$ cat src/rtl/retire_commit.sv
// In-order retirement: commits the ROB head into the retirement RAT and frees the displaced physical register.
// On a mispredicted head it flushes, walks the squashed entries back to the free list, then restores the rename RAT.
module retire_commit #(
  parameter int PHYSREGS_DEPTH = 6,
  parameter int RENRAT_DEPTH   = 32,
  parameter int ROB_DATAWIDTH  = 12
) (
  input  logic                                     CLK,
  input  logic                                     RESET,
  input  logic                                     FREEZE,
  input  logic                                     fROB_empty_IN,
  input  logic [ROB_DATAWIDTH-1:0]                 fROB_headData_IN,
  input  logic                                     fROB_headDone_IN,
  input  logic                                     fROB_headMispredict_IN,
  output logic                                     tROB_popReq_OUT,
  input  logic                                     fFreeL_full_IN,
  output logic                                     tFreeL_pushReq_OUT,
  output logic [PHYSREGS_DEPTH-1:0]                tFreeL_pushData_OUT,
  output logic                                     tRenRatOverwrite_OUT,
  output logic [PHYSREGS_DEPTH*RENRAT_DEPTH-1:0]   tRenRatOverwriteData_OUT,
  output logic                                     tFlush_OUT,
  output logic                                     tStall_OUT,
  output logic [31:0]                              tRetireCount_OUT
);

  localparam int ARCH_W = (RENRAT_DEPTH > 1) ? $clog2(RENRAT_DEPTH) : 1;

  typedef enum logic [1:0] {
    ST_RUN     = 2'd0,
    ST_WALK    = 2'd1,
    ST_RESTORE = 2'd2
  } state_e;

  state_e                    state_q, state_d;
  logic [ARCH_W-1:0]         head_arch_s;
  logic [PHYSREGS_DEPTH-1:0] head_phys_s;
  logic                      head_dreq_s;
  logic                      commit_s;
  logic                      walk_pop_s;
  logic                      rrat_we_s;
  logic                      push_d, push_q;
  logic [PHYSREGS_DEPTH-1:0] push_data_d, push_data_q;
  logic                      flush_d, flush_q;
  logic                      ovw_d, ovw_q;
  logic [31:0]               count_q;
  logic [PHYSREGS_DEPTH-1:0] rrat_q [RENRAT_DEPTH];

  assign head_arch_s = fROB_headData_IN[ARCH_W-1:0];
  assign head_phys_s = fROB_headData_IN[ARCH_W +: PHYSREGS_DEPTH];
  assign head_dreq_s = fROB_headData_IN[ARCH_W + PHYSREGS_DEPTH];

  // State register
  always_ff @(posedge CLK or negedge RESET) begin
    if (!RESET) begin
      state_q <= ST_RUN;
    end else begin
      state_q <= state_d;
    end
  end

  // Next-state logic
  always_comb begin
    state_d = state_q;
    case (state_q)
      ST_RUN: begin
        if (commit_s && fROB_headMispredict_IN) state_d = ST_WALK;
        else                                    state_d = ST_RUN;
      end
      ST_WALK: begin
        if (!FREEZE && fROB_empty_IN) state_d = ST_RESTORE;
        else                          state_d = ST_WALK;
      end
      ST_RESTORE: begin
        if (!FREEZE) state_d = ST_RUN;
        else         state_d = ST_RESTORE;
      end
      default: state_d = ST_RUN;
    endcase
  end

  // Per-state pop qualification and stall
  always_comb begin
    commit_s   = 1'b0;
    walk_pop_s = 1'b0;
    tStall_OUT = 1'b0;
    case (state_q)
      ST_RUN: begin
        commit_s = !FREEZE && !fROB_empty_IN && fROB_headDone_IN && !fFreeL_full_IN;
      end
      ST_WALK: begin
        walk_pop_s = !FREEZE && !fROB_empty_IN && !fFreeL_full_IN;
        tStall_OUT = 1'b1;
      end
      ST_RESTORE: begin
        tStall_OUT = 1'b1;
      end
      default: begin
        tStall_OUT = 1'b0;
      end
    endcase
  end

  assign tROB_popReq_OUT = commit_s | walk_pop_s;

  // Free-list push selection: a commit to x0 frees its own register rather than touching the RAT
  always_comb begin
    push_d      = 1'b0;
    push_data_d = '0;
    rrat_we_s   = 1'b0;
    flush_d     = commit_s && fROB_headMispredict_IN;
    ovw_d       = (state_q == ST_WALK) && !FREEZE && fROB_empty_IN;
    if (commit_s && head_dreq_s) begin
      push_d      = 1'b1;
      rrat_we_s   = (head_arch_s != '0);
      push_data_d = rrat_we_s ? rrat_q[head_arch_s] : head_phys_s;
    end else if (walk_pop_s && head_dreq_s) begin
      push_d      = 1'b1;
      push_data_d = head_phys_s;
    end else begin
      push_d      = 1'b0;
    end
  end

  // Retirement RAT, strobes and retire counter
  always_ff @(posedge CLK or negedge RESET) begin
    if (!RESET) begin
      push_q      <= 1'b0;
      push_data_q <= '0;
      flush_q     <= 1'b0;
      ovw_q       <= 1'b0;
      count_q     <= 32'd0;
      for (int i = 0; i < RENRAT_DEPTH; i++) begin
        rrat_q[i] <= PHYSREGS_DEPTH'(i);
      end
    end else begin
      push_q      <= push_d;
      push_data_q <= push_data_d;
      flush_q     <= flush_d;
      ovw_q       <= ovw_d;
      if (commit_s) count_q <= count_q + 32'd1;
      if (rrat_we_s) rrat_q[head_arch_s] <= head_phys_s;
    end
  end

  // Packed view of the retirement RAT
  always_comb begin
    tRenRatOverwriteData_OUT = '0;
    for (int i = 0; i < RENRAT_DEPTH; i++) begin
      tRenRatOverwriteData_OUT[i*PHYSREGS_DEPTH +: PHYSREGS_DEPTH] = rrat_q[i];
    end
  end

  assign tFreeL_pushReq_OUT   = push_q;
  assign tFreeL_pushData_OUT  = push_data_q;
  assign tFlush_OUT           = flush_q;
  assign tRenRatOverwrite_OUT = ovw_q;
  assign tRetireCount_OUT     = count_q;

endmodule

$ cat config.mk
export PLATFORM = sky130hd
export DESIGN_NAME = retire_commit
export DESIGN_NICKNAME = d
export VERILOG_FILES = /design/src/rtl/retire_commit.sv
export SDC_FILE = /design/constraint.sdc
export NUM_CORES = 1
export LEC_CHECK = 0
export BUFFER_PORTS_ARGS = -buffer_cell sky130_fd_sc_hd__buf_2
export CAP_MARGIN = 20
export CORE_MARGIN = 2
export CORE_UTILIZATION = 35
export DETAILED_ROUTE_END_ITERATION = 10
export HOLD_SLACK_MARGIN = 0.08
export PLACE_DENSITY_LB_ADDON = 0.1
export SKIP_CTS_REPAIR_TIMING = 1
export SYNTH_ARGS = -nofsm -noshare
export SYNTH_HDL_FRONTEND = slang
export SYNTH_SLANG_ARGS = --single-unit
$ cat constraint.sdc
create_clock -name CLK -period 2.33 [get_ports CLK]
set_clock_uncertainty 0.15 [all_clocks]
set_input_delay 0.466 -clock CLK [delete_from_list [all_inputs] [get_ports CLK]]
set_output_delay 0.466 -clock CLK [all_outputs]
set_load 0.01 [all_outputs]
* After elaboration in Yosys (flattened, before gate mapping)
Cells that the tools add are included.
** Word-level totals
- Input port bits :: 19
- Output and inout port bits :: 235
- Logic and storage cells :: 81
- Flip-flop bits (word level) :: 235
** Cells by class
- Bitwise operators :: 2
- Mux-type cells :: 19
- Eq/ne operators :: 2
- Add/subtract/negate cells :: 1
- Reduce and logical (&&, ||, !) cells :: 17
- Magnitude comparators :: 2
** Operators by type and width (number)
- $bwmux 192 :: 1
- $mux 6 :: 6
- $add 32x1->32 const B :: 1
- $bmux 6 s5 :: 1
- $demux 6 s5 :: 1
- $logic_and 1x1->1 :: 11
- $mux 1 :: 7
- $ge 6x6->1 const B :: 1
- $lt 6x1->1 const B :: 1
- $not 5->6 :: 1
- $pmux 2 s3 :: 1
- $reduce_bool 5->1 :: 1
- $mux 2 :: 2
- $logic_not 1->1 :: 3
- $eq 2x1->1 const B :: 1
- $eq 2x2->1 const B :: 1
- $logic_not 2->1 :: 1
- $reduce_or 2->1 :: 1
- $or 1x1->1 :: 1

* Depth between registers and ports, before layout
Gate-level depths: netlist (run 1).
- Word-level depth :: 8
- Depth in mapped cells :: 9
- Mapped depth without buffers :: 7

* Worst setup path before layout (run 1)
Ideal clock, no wire load.
- Kind :: in2reg
- Start :: in fROB_headData_IN[0]
- End :: reg push_data_q[0] (netlist: tFreeL_pushData_OUT[0])
- Path buffers :: 3
- Setup slack :: 0.129 ns
- Cell stages on the path :: 8
- Setup time :: 0.120 ns
- Arrival :: 1.931 ns
- Data required time :: 2.060 ns
- Cells stage by stage :: buf_6 > buf_6 > buf_2 > mux2i_1 > o22ai_1 > nor4_1 > a41oi_1 > and3_1
** On the way
- Longest elaborated chain between the ends :: 6
- Elaborated cells between the ends (all ways) :: 7
- Those cells by class :: mux: 5; bitwise: 1; reduce/logical: 1
** RTL lines
- start: declaration :: line 12 : input logic [ROB_DATAWIDTH-1:0] fROB_headData_IN,
- $not 5->6 (not written as such) :: line 115 : push_data_d = rrat_we_s ? rrat_q[head_arch_s] : head_phys_s;
- $bmux 6 s5 :: line 115
- $mux 6 (not written as such) (2 in a row) :: line 115
- $mux 6 (*) :: line 115
- $mux 6 (*) :: line 112 : if (commit_s && head_dreq_s) begin
- named net push_data_d[0] :: line 42 : logic [PHYSREGS_DEPTH-1:0] push_data_d, push_data_q;
- end signal: assignment :: line 137 : push_data_q <= push_data_d;
- end: declaration :: line 42
The timed path passes the listed nets; every way through them passes the cells marked *. The select of a mux whose other input is x is not followed.
A chain may end at the register's enable or synchronous reset.

* Worst setup path after layout (run 1)
- Start :: reg state_q[1]
- End :: out tROB_popReq_OUT
** On the way
- Longest elaborated chain between the ends :: 3
- Elaborated cells between the ends (all ways) :: 5
- Those cells by class :: eq/ne: 1; mux: 2; bitwise: 1; reduce/logical: 1
** RTL lines
- start: declaration :: line 34 : state_e state_q, state_d;
- start signal: assignment :: line 57 : state_q <= state_d;
- $eq 2x1->1 / $logic_not 2->1 (equally long branches) :: line 86 : case (state_q)
- $mux 1 :: line 86
- $or 1x1->1 (*) :: line 103 : assign tROB_popReq_OUT = commit_s | walk_pop_s;
- end: declaration :: line 15 : output logic tROB_popReq_OUT,
Mark *: on every way between the ends. The rest lies on a longest branch, timed or not.

==> qor.txt, run 1 <==
CP Data Required Time: 1.71 ns
root buffer cell: clkbuf_16
Final TNS setup: 0 ns
ANT nets after route: 0
Slew @ Worst Pin: 0.706 ns
FILL cells: 2983
TritonCTS buffer count: 28
minimum clock period: 2.31 ns
FFs w/ async S/R, synth: 1.00
Post-Synth Simple-Gate Area: 0.0970
drc violations: 0
gr usage total: 0.214
Worst setup SP type: flip-flop
Slew HR: 0.530
most common cell after layout, fill and taps aside: buf_2
Seq cells post-synth: 235
register area: 5980 µm²
fin nets: 1228
Highest Clock Rate: 0.433 GHz
Post-synth EDFFs: 0
Multi-input gate area: 5050 µm²
crit path capture type: output port
most frequently used flop master after synthesis: dfrtp_1
layout cell share with drive strength beyond 1: 0.608
run status: completed
Die Wd: 184 µm
Yosys Warn Count: 0
CTS Buffer Depth: 3
max-cap viol count: 0
Cell Area, Placed: 14000 µm²
Post-DP HPWL: 27.5 mm
routed len/inst: 22.5 µm
Compound-Gate Fraction of Synth Area: 0.0417
total global routing overflow: 0
Worst-path clk slew: 0.05 ns
Die Y: 184 µm
Syn Inst Count: 843
Skew-Pair Late Insertion Delay: 0.55 ns
die area: 33700 µm²
post-synthesis sequential area ratio: 0.529
Synth Area in Adders: 0.00553
Slew Viols, Final: 0
Initial Utilization: 0.356
syn_nets: 867
RD Place Congestion: 0.824
first-pass GRT wire length: 54.6 mm
number of global-route vias before repair: 8480
CTS tree: yes
FF-to-FF setup slack: 0.06 ns
initial drt markers: 446
Worst Path Arrival: 1.69 ns
core box area: 31700 µm²
Setup violations, final: 0
ant diodes: 0
row count: 65
Worst Hold Class: in2reg
syn_area_per_cell: 13.4 µm²
CP Class: reg2out
Worst IR Drop VDD: 0.000509 V
input/output buffers: 253
pwr dens: 634 nW/µm²
H-tree levels: 1
finished layout cell area: 15000 µm²
Final Cycle Share: 0.992
clock sinks: 235
initial antenna violation count: 0
RSZ-0062 raised after global routing: yes
critical-path maximum fanout: 3
Final Hold Fails: 0
mux cell area share after synthesis: 0.270
vias post-DR: 8372
Cell variety after synth: 65
IO Pins: 254
largest family of logic cells by synthesized area: multiplexers
xor/xnor cell area share of the yosys netlist: 0.0240
Routed Wire Length: 36.7 mm
commonest non-fill, non-tap cells in the layout: buf_2, mux2_2, dfrtp_1
Mapped Area: 11300 µm²
DRT Pass-1 Iters: 4
Area Growth Syn to Fin: 33.1%
largest net degree at the start of global routing: 58
DR vias/cell: 5.14
Pleak: 7.75 nW
[cells in the mapped netlist (9+ instances only)]
cell	n	share of area
mux2_2	189	0.19
dfrtp_1	155	0.34
dfstp_2	80	0.19
mux2i_1	62	0.055
nand2_1	37	0.012
o22ai_1	30	0.017
nor2_1	27	0.0090
clkbuf_1	26	0.0086
xnor2_1	17	0.013
nand3_1	14	0.0062
xor2_1	14	0.011
and3_1	13	0.0072
mux4_2	13	0.026
inv_1	12	0.0040
nand4_1	10	0.0055
o21ai_0	9	0.0040
[path summary, 6_finish.rpt]
path                                              from                      endpoint  cells after the start
max                                         state_q[1]               tROB_popReq_OUT                      6
min                                             FREEZE          tRenRatOverwrite_OUT                      3
max reg2reg                                 state_q[1]  tRenRatOverwriteData_OUT[21]                      9
min reg2reg                tRenRatOverwriteData_OUT[5]   tRenRatOverwriteData_OUT[5]                      0
max in group asynchronous                        RESET  tRenRatOverwriteData_OUT[66]                      3
min in group asynchronous                        RESET          tRetireCount_OUT[20]                      2
[critical path, stage by stage, from the launching register on]
cell and delay [ns]:
dfrtp_1 0.36, inv_2 0.06, ha_4 0.15, buf_4 0.12
and2_4 0.15, o21a_1 0.17, buf_2 0.14
[per-layer routing]
metal / share of wire / GRT usage / vias to the layer above
li1: - / - / 3831
met1: 0.49 / 0.322 / 4259
met2: 0.44 / 0.324 / 241
met3: 0.050 / 0.0325 / 41
met4: 0.019 / 0.0474 / 0
met5: 0 / 0 / -
[kinds of logic after synthesis]
family / Yosys count
DFF: 235
xor gates and xnor gates: 31
and+or+nand+nor: 175
muxes: 265
buffers and inverters: 63
adders and majority gates: 5
AOI/OAI and AO/OA: 69
[flip-flops by register name, indices dropped and copies added (netlist names)]
register / count
state_q: 2
tFreeL_pushData_OUT: 6
tFreeL_pushReq_OUT: 1
tRenRatOverwriteData_OUT: 192
tFlush_OUT: 1
tRetireCount_OUT: 32
tRenRatOverwrite_OUT: 1
[through the flow]
step | worst slack, ns | hold slack [ns] | util | cells | total power [mW]
2_1_floorplan | 0.129 | 0.0204 | - | 843 | 4.82
3_3_place_gp | -0.343 | 0.210 | 0.440 | 1568 | 5.28
3_5_place_dp | -0.396 | 0.214 | 0.440 | 1568 | 5.28
4_1_cts | -0.165 | -0.283 | 0.469 | 1620 | 9.63
5_1_grt | -0.0396 | 0.122 | 0.474 | 1628 | 9.92
6_report | 0.0195 | 0.117 | 0.474 | 1628 | 9.53
[final cells by class]
cell class | count | share of cell area
Sequential cell | 235 | 0.397
Multi-Input combinational cell | 545 | 0.335
Timing Repair Buffer | 382 | 0.170
Clock buffer | 46 | 0.0571
Tap cell | 402 | 0.0334
Clock inverter | 6 | 0.00366
Inverter | 12 | 0.00299
[power by group]
group / switching, mW / internal [mW] / leakage (nW)
sequential: 0.117 / 4.23 / 2.98
clock: 1.70 / 2.61 / 0.453
combinational: 0.503 / 0.374 / 4.32
No activity file was read; power rests on OpenSTA's default activity.
==> run 2: changes to the inputs <==
CORE_UTILIZATION = 41   (was 35)
GPL_TIMING_DRIVEN = 0   (was default)
clock period = 2.5 ns   (was 2.33 ns; I/O delays follow)
==> run 2 against run 1 <==
- non-clock buffer count decreased by 66
- first-iteration DRC count increased by 22%
- hold slack lost 0.024 ns
- die area down 14%
- setup slack gained 0.0049 ns
- via count down 0.35%
- critical path type is now reg2reg
- critical endpoint is now tRenRatOverwriteData_OUT[60]
- highest routed layer unchanged
==> qor.txt, run 2 (synthesized netlist as in run 1, its figures left out) <==
initial drt markers: 544
routed len/inst: 25.0 µm
Largest register FFs: 192
gr usage total: 0.254
Routed Wire Length: 37.5 mm
Initial Utilization: 0.418
Worst setup SP type: flip-flop
Slew Viols, Final: 0
H-tree levels: 1
Setup violations, final: 0
register area: 5980 µm²
sequential power share: 0.465
CP Data Required Time: 2.77 ns
Fin Hold WS: 0.0935 ns
ANT nets after route: 0
Critical path origin: state_q[0]
Area Growth Syn to Fin: 25.1%
IO Pins: 254
max-cap viol count: 0
DR vias/cell: 5.57
row count: 60
pwr dens: 616 nW/µm²
die area: 28900 µm²
met3 Use GR: 0.0500
Switch Pwr: 2.18 mW
initial antenna violation count: 1
first-pass GRT wire length: 54.0 mm
crit path capture type: flip-flop
number of global-route vias before repair: 8140
DRT Pass-1 Iters: 5
finished layout cell area: 14100 µm²
worst flop-to-flop path startpoint: state_q[0]
layout cell share with drive strength beyond 1: 0.562
Final Cycle Share: 0.990
critical-path maximum fanout: 6
most common cell after layout, fill and taps aside: buf_2
Clk network pwr share: 0.443
ant diodes: 0
routing usage on met2: 0.395
Final TNS setup: 0 ns
drc violations: 0
Worst Path Arrival: 2.74 ns
CTS Buffer Depth: 3
Pleak: 7.22 nW
Cell Area, Placed: 13100 µm²
FF-to-FF setup slack: 0.02 ns
Reg2Reg Depth: 7
GRT busiest layer: met2
vias post-DR: 8343
run status: completed
RD Place Congestion: 0.896
root buffer cell: clkbuf_16
Final Hold Fails: 0
Skew-Pair Late Insertion Delay: 0.54 ns
input/output buffers: 252
core box area: 27000 µm²
commonest non-fill, non-tap cells in the layout: buf_2, mux2_2, dfrtp_1
FF-to-FF End: tRenRatOverwriteData_OUT[60]
clock sinks: 235
CTS tree: yes
Worst-path clk slew: 0.06 ns
M1 GR Usage: 0.364
Multi-input gate area: 5060 µm²
fin nets: 1161
Die Y: 170 µm
Gate power share: 0.092
total global routing overflow: 0
Pint: 6.52 mW
Worst IR Drop VDD: 0.000427 V
FILL cells: 2451
CP Class: reg2reg
sw frac: 0.251
Post-DP HPWL: 27.5 mm
Worst Hold Class: in2reg
Highest Clock Rate: 0.404 GHz
Die Wd: 170 µm
Slew HR: 0.378
minimum clock period: 2.48 ns
Critical Path End: tRenRatOverwriteData_OUT[60]
Slew @ Worst Pin: 0.933 ns
RSZ-0062 raised after global routing: yes
largest net degree at the start of global routing: 90
TritonCTS buffer count: 27
-- run 2: per-stage QoR --
step	power (mW)	util	cells	setup slack, ns
after CTS	8.76	0.515	1487	-0.267
after detailed placement	4.90	0.483	1438	-0.464
final	8.71	0.523	1498	0.0244
after floorplan	4.49	-	843	0.265
after global routing	8.99	0.523	1498	-0.0527
after global placement	4.88	0.481	1436	-3.52
-- run 2: final cells by class --
| class | instances | area share |
|---|---|---|
| sequential | 235 | 0.423 |
| multi-input combinational | 545 | 0.358 |
| timing repair buffer | 265 | 0.101 |
| clock buffer | 44 | 0.0594 |
| tap | 341 | 0.0302 |
| buffer | 51 | 0.0234 |
| inverter | 12 | 0.00319 |
| clock inverter | 5 | 0.00195 |
-- run 2: worst min-delay path by stage --
stage / end / startpoint / cells after the start
final: tRenRatOverwrite_OUT / FREEZE / 2
after global routing: tRenRatOverwrite_OUT / FREEZE / 2
after CTS: tRetireCount_OUT[23] / RESET / 1
after detailed placement: tRenRatOverwriteData_OUT[5] / tRenRatOverwriteData_OUT[5] / 1
after global placement: tRenRatOverwriteData_OUT[5] / tRenRatOverwriteData_OUT[5] / 1
after floorplan: state_q[0] / RESET / 0
-- run 2: power groups by stage --
stage / Combinational, mW / Sequential, mW / Clock, mW
floorplan: 0.354 / 4.14 / 0
global placement: 0.768 / 4.11 / 0
detailed placement: 0.787 / 4.11 / 0
CTS: 0.788 / 4.05 / 3.92
global route: 0.858 / 4.07 / 4.07
finish: 0.798 / 4.05 / 3.86
-- run 2: worst max-delay path: stages, from the launching register on --
cell and delay (ns):
dfrtp_1 0.40, inv_1 0.10, ha_2 0.19, and3_4 0.18
nand2_1 0.20, nor3b_2 0.39, nand2_1 0.37, mux2_2 0.38
-- run 2: layer usage --
metal	vias to the layer above	wire, µm	part of all wire
met2	296	16900	0.45
li1	3702	-	-
met5	-	0	0
met4	0	1090	0.029
met3	63	2510	0.067
met1	4282	17000	0.45
==> run 3: changes to the inputs <==
ABC_AREA = 1   (was default)
==> run 3 against run 2 <==
- fmax rose by 4.7%
- total power rose by 2.5%
- critical path depth is 5 higher
- clock power grew 4%
- first-iteration DRC count grew 41%
- via count up 33%
- setup slack improved by 0.11 ns
- critical endpoint is now tRenRatOverwriteData_OUT[55]
- largest cell class unchanged
- highest routed layer unchanged
==> qor.txt, run 3 <==
Largest delay share family, worst path: simple AND/OR/NAND/NOR gates
Routed Wire Length: 41.0 mm
Yosys Warn Count: 0
DRT Pass-1 Iters: 5
core box area: 27700 µm²
Area Growth Syn to Fin: 24.5%
Seq cells post-synth: 235
ANT nets after route: 0
worst path buffer plus inverter count: 4
DR vias/cell: 5.02
Skew-Pair Late Insertion Delay: 0.55 ns
fin nets: 1838
most frequent cell after synthesis: nand2_1
max-cap viol count: 0
syn_area_per_cell: 7.55 µm²
IO Pins: 254
Highest Clock Rate: 0.423 GHz
RSZ-0062 raised after global routing: yes
Setup violations, final: 0
run status: completed
post-synth top area share: 0.338
Synth area leader: dfrtp_1
layout cell share with drive strength beyond 1: 0.236
Worst path most repeated cell: nand2_1
syn_nets: 1546
number of global-route vias before repair: 10600
finished layout cell area: 14300 µm²
Final Hold Fails: 0
Syn Inst Count: 1522
Pleak: 7.40 nW
Place WS: -0.382 ns
critical path cell sequence: inv_1 -> ha_1 -> nand2_1 -> nor2_4 -> nand2_2 -> buf_6 -> nor3_4 -> buf_4 -> nand2_1 -> buf_2 -> nand2_1 -> o21ai_1
FFs w/ async S/R, synth: 1.00
Area contributors post-synth: dfrtp_1, nand2_1, dfstp_2, o21ai_0, o21ai_1
largest net degree at the start of global routing: 107
Worst IR Drop VDD: 0.000390 V
commonest non-fill, non-tap cells in the layout: nand2_1, buf_2, dfrtp_1
Final Cycle Share: 0.946
RD Place Congestion: 0.916
final setup margin: 0.135 ns
initial drt markers: 769
first-pass GRT wire length: 61.5 mm
post-synthesis sequential area ratio: 0.521
Worst Hold Class: in2reg
H-tree levels: 1
clock sinks: 235
pwr dens: 624 nW/µm²
Slew Viols, Final: 0
CP Class: reg2reg
critical-path maximum fanout: 10
Worst-path clk slew: 0.06 ns
minimum clock period: 2.36 ns
commonest cells in the netlist: nand2_1, dfrtp_1, o21ai_0
input/output buffers: 249
Initial Utilization: 0.415
Worst setup SP type: flip-flop
root buffer cell: clkbuf_16
Slew HR: 0.436
most frequently used flop master after synthesis: dfrtp_1
Mapped Area: 11500 µm²
crit path capture type: flip-flop
drc violations: 0
Post-synth EDFFs: 0
die area: 29400 µm²
Largest register FFs: 192
CTS Buffer Depth: 3
Cell variety after synth: 29
Slew @ Worst Pin: 0.847 ns
Final TNS setup: 0 ns
Cell Area, Placed: 13300 µm²
CTS tree: yes
CP Data Required Time: 2.76 ns
gr usage total: 0.278
most common cell after layout, fill and taps aside: nand2_1
Die Y: 171 µm
Post-DP HPWL: 30.4 mm
initial antenna violation count: 2
row count: 61
max incr delay on CP: 0.41 ns
TritonCTS buffer count: 27
vias post-DR: 11100
routed len/inst: 18.6 µm
total global routing overflow: 0
Die Wd: 171 µm
CP max-delay cell: dfrtp_1
Worst Path Arrival: 2.62 ns
[run 3: report_power, final]
group          leakage [nW]  internal, mW  switching, mW  total [mW]
logic                  4.01         0.240          0.571       0.811
registers              2.94          3.96          0.147        4.11
clock network         0.448          2.40           1.60        4.00
total                  7.40          6.60           2.32        8.92
[run 3: final timing paths]
kind	startpoint	endpoint	slack, ns	cells past startpoint
min in group asynchronous	RESET	tRetireCount_OUT[17]	0.31	2
max	state_q[0]	tRenRatOverwriteData_OUT[55]	0.14	12
min	fROB_headData_IN[6]	tFreeL_pushData_OUT[1]	0.07	3
min reg2reg	tRenRatOverwriteData_OUT[5]	tRenRatOverwriteData_OUT[5]	0.31	1
max reg2reg	state_q[0]	tRenRatOverwriteData_OUT[55]	0.14	12
max in group asynchronous	RESET	tRenRatOverwriteData_OUT[118]	0.66	4
[run 3: cells by family (layout without fill, tap and decap cells)]
group / after synthesis / count (layout) / synth area share
xor+xnor: 19 / 19 / 0.0145
compound gates: 210 / 210 / 0.0917
other cells: 0 / 1 / 0
fa+ha+maj: 5 / 5 / 0.00545
buf+inv: 139 / 450 / 0.0496
flops: 235 / 235 / 0.521
simple gates: 914 / 914 / 0.318
[run 3: worst min-delay path: stages]
cell	delay [ns]
buf_2	0.12
nand2_1	0.06
nand2_1	0.05
[run 3: area by class of cell]
| cell class | instances | area, µm² |
|---|---|---|
| clock inverter | 5 | 53.8 |
| buffer | 90 | 390 |
| clock buffer | 43 | 846 |
| fill | 2816 | 13400 |
| tap | 378 | 473 |
| sequential | 235 | 5980 |
| antenna | 1 | 2.50 |
| timing repair buffer | 263 | 1420 |
| inverter | 49 | 184 |
| multi-input combinational | 1148 | 4940 |
[run 3: through the flow]
step | power [mW] | utilization | instances | hold WS (ns)
2_1_floorplan | 4.52 | - | 1522 | 0.0544
3_3_place_gp | 4.94 | 0.477 | 2149 | 0.286
3_5_place_dp | 4.97 | 0.479 | 2151 | 0.295
4_1_cts | 8.97 | 0.511 | 2199 | -0.268
5_1_grt | 9.23 | 0.516 | 2211 | 0.0817
6_report | 8.92 | 0.516 | 2212 | 0.0715
[run 3: metal layers]
layer | track usage | wire, µm | vias to the layer above
li1 | - | - | 5381
met1 | 0.370 | 17200 | 5237
met2 | 0.457 | 19200 | 401
met3 | 0.0545 | 3180 | 78
met4 | 0.0914 | 1420 | 0
met5 | 0 | 0 | -
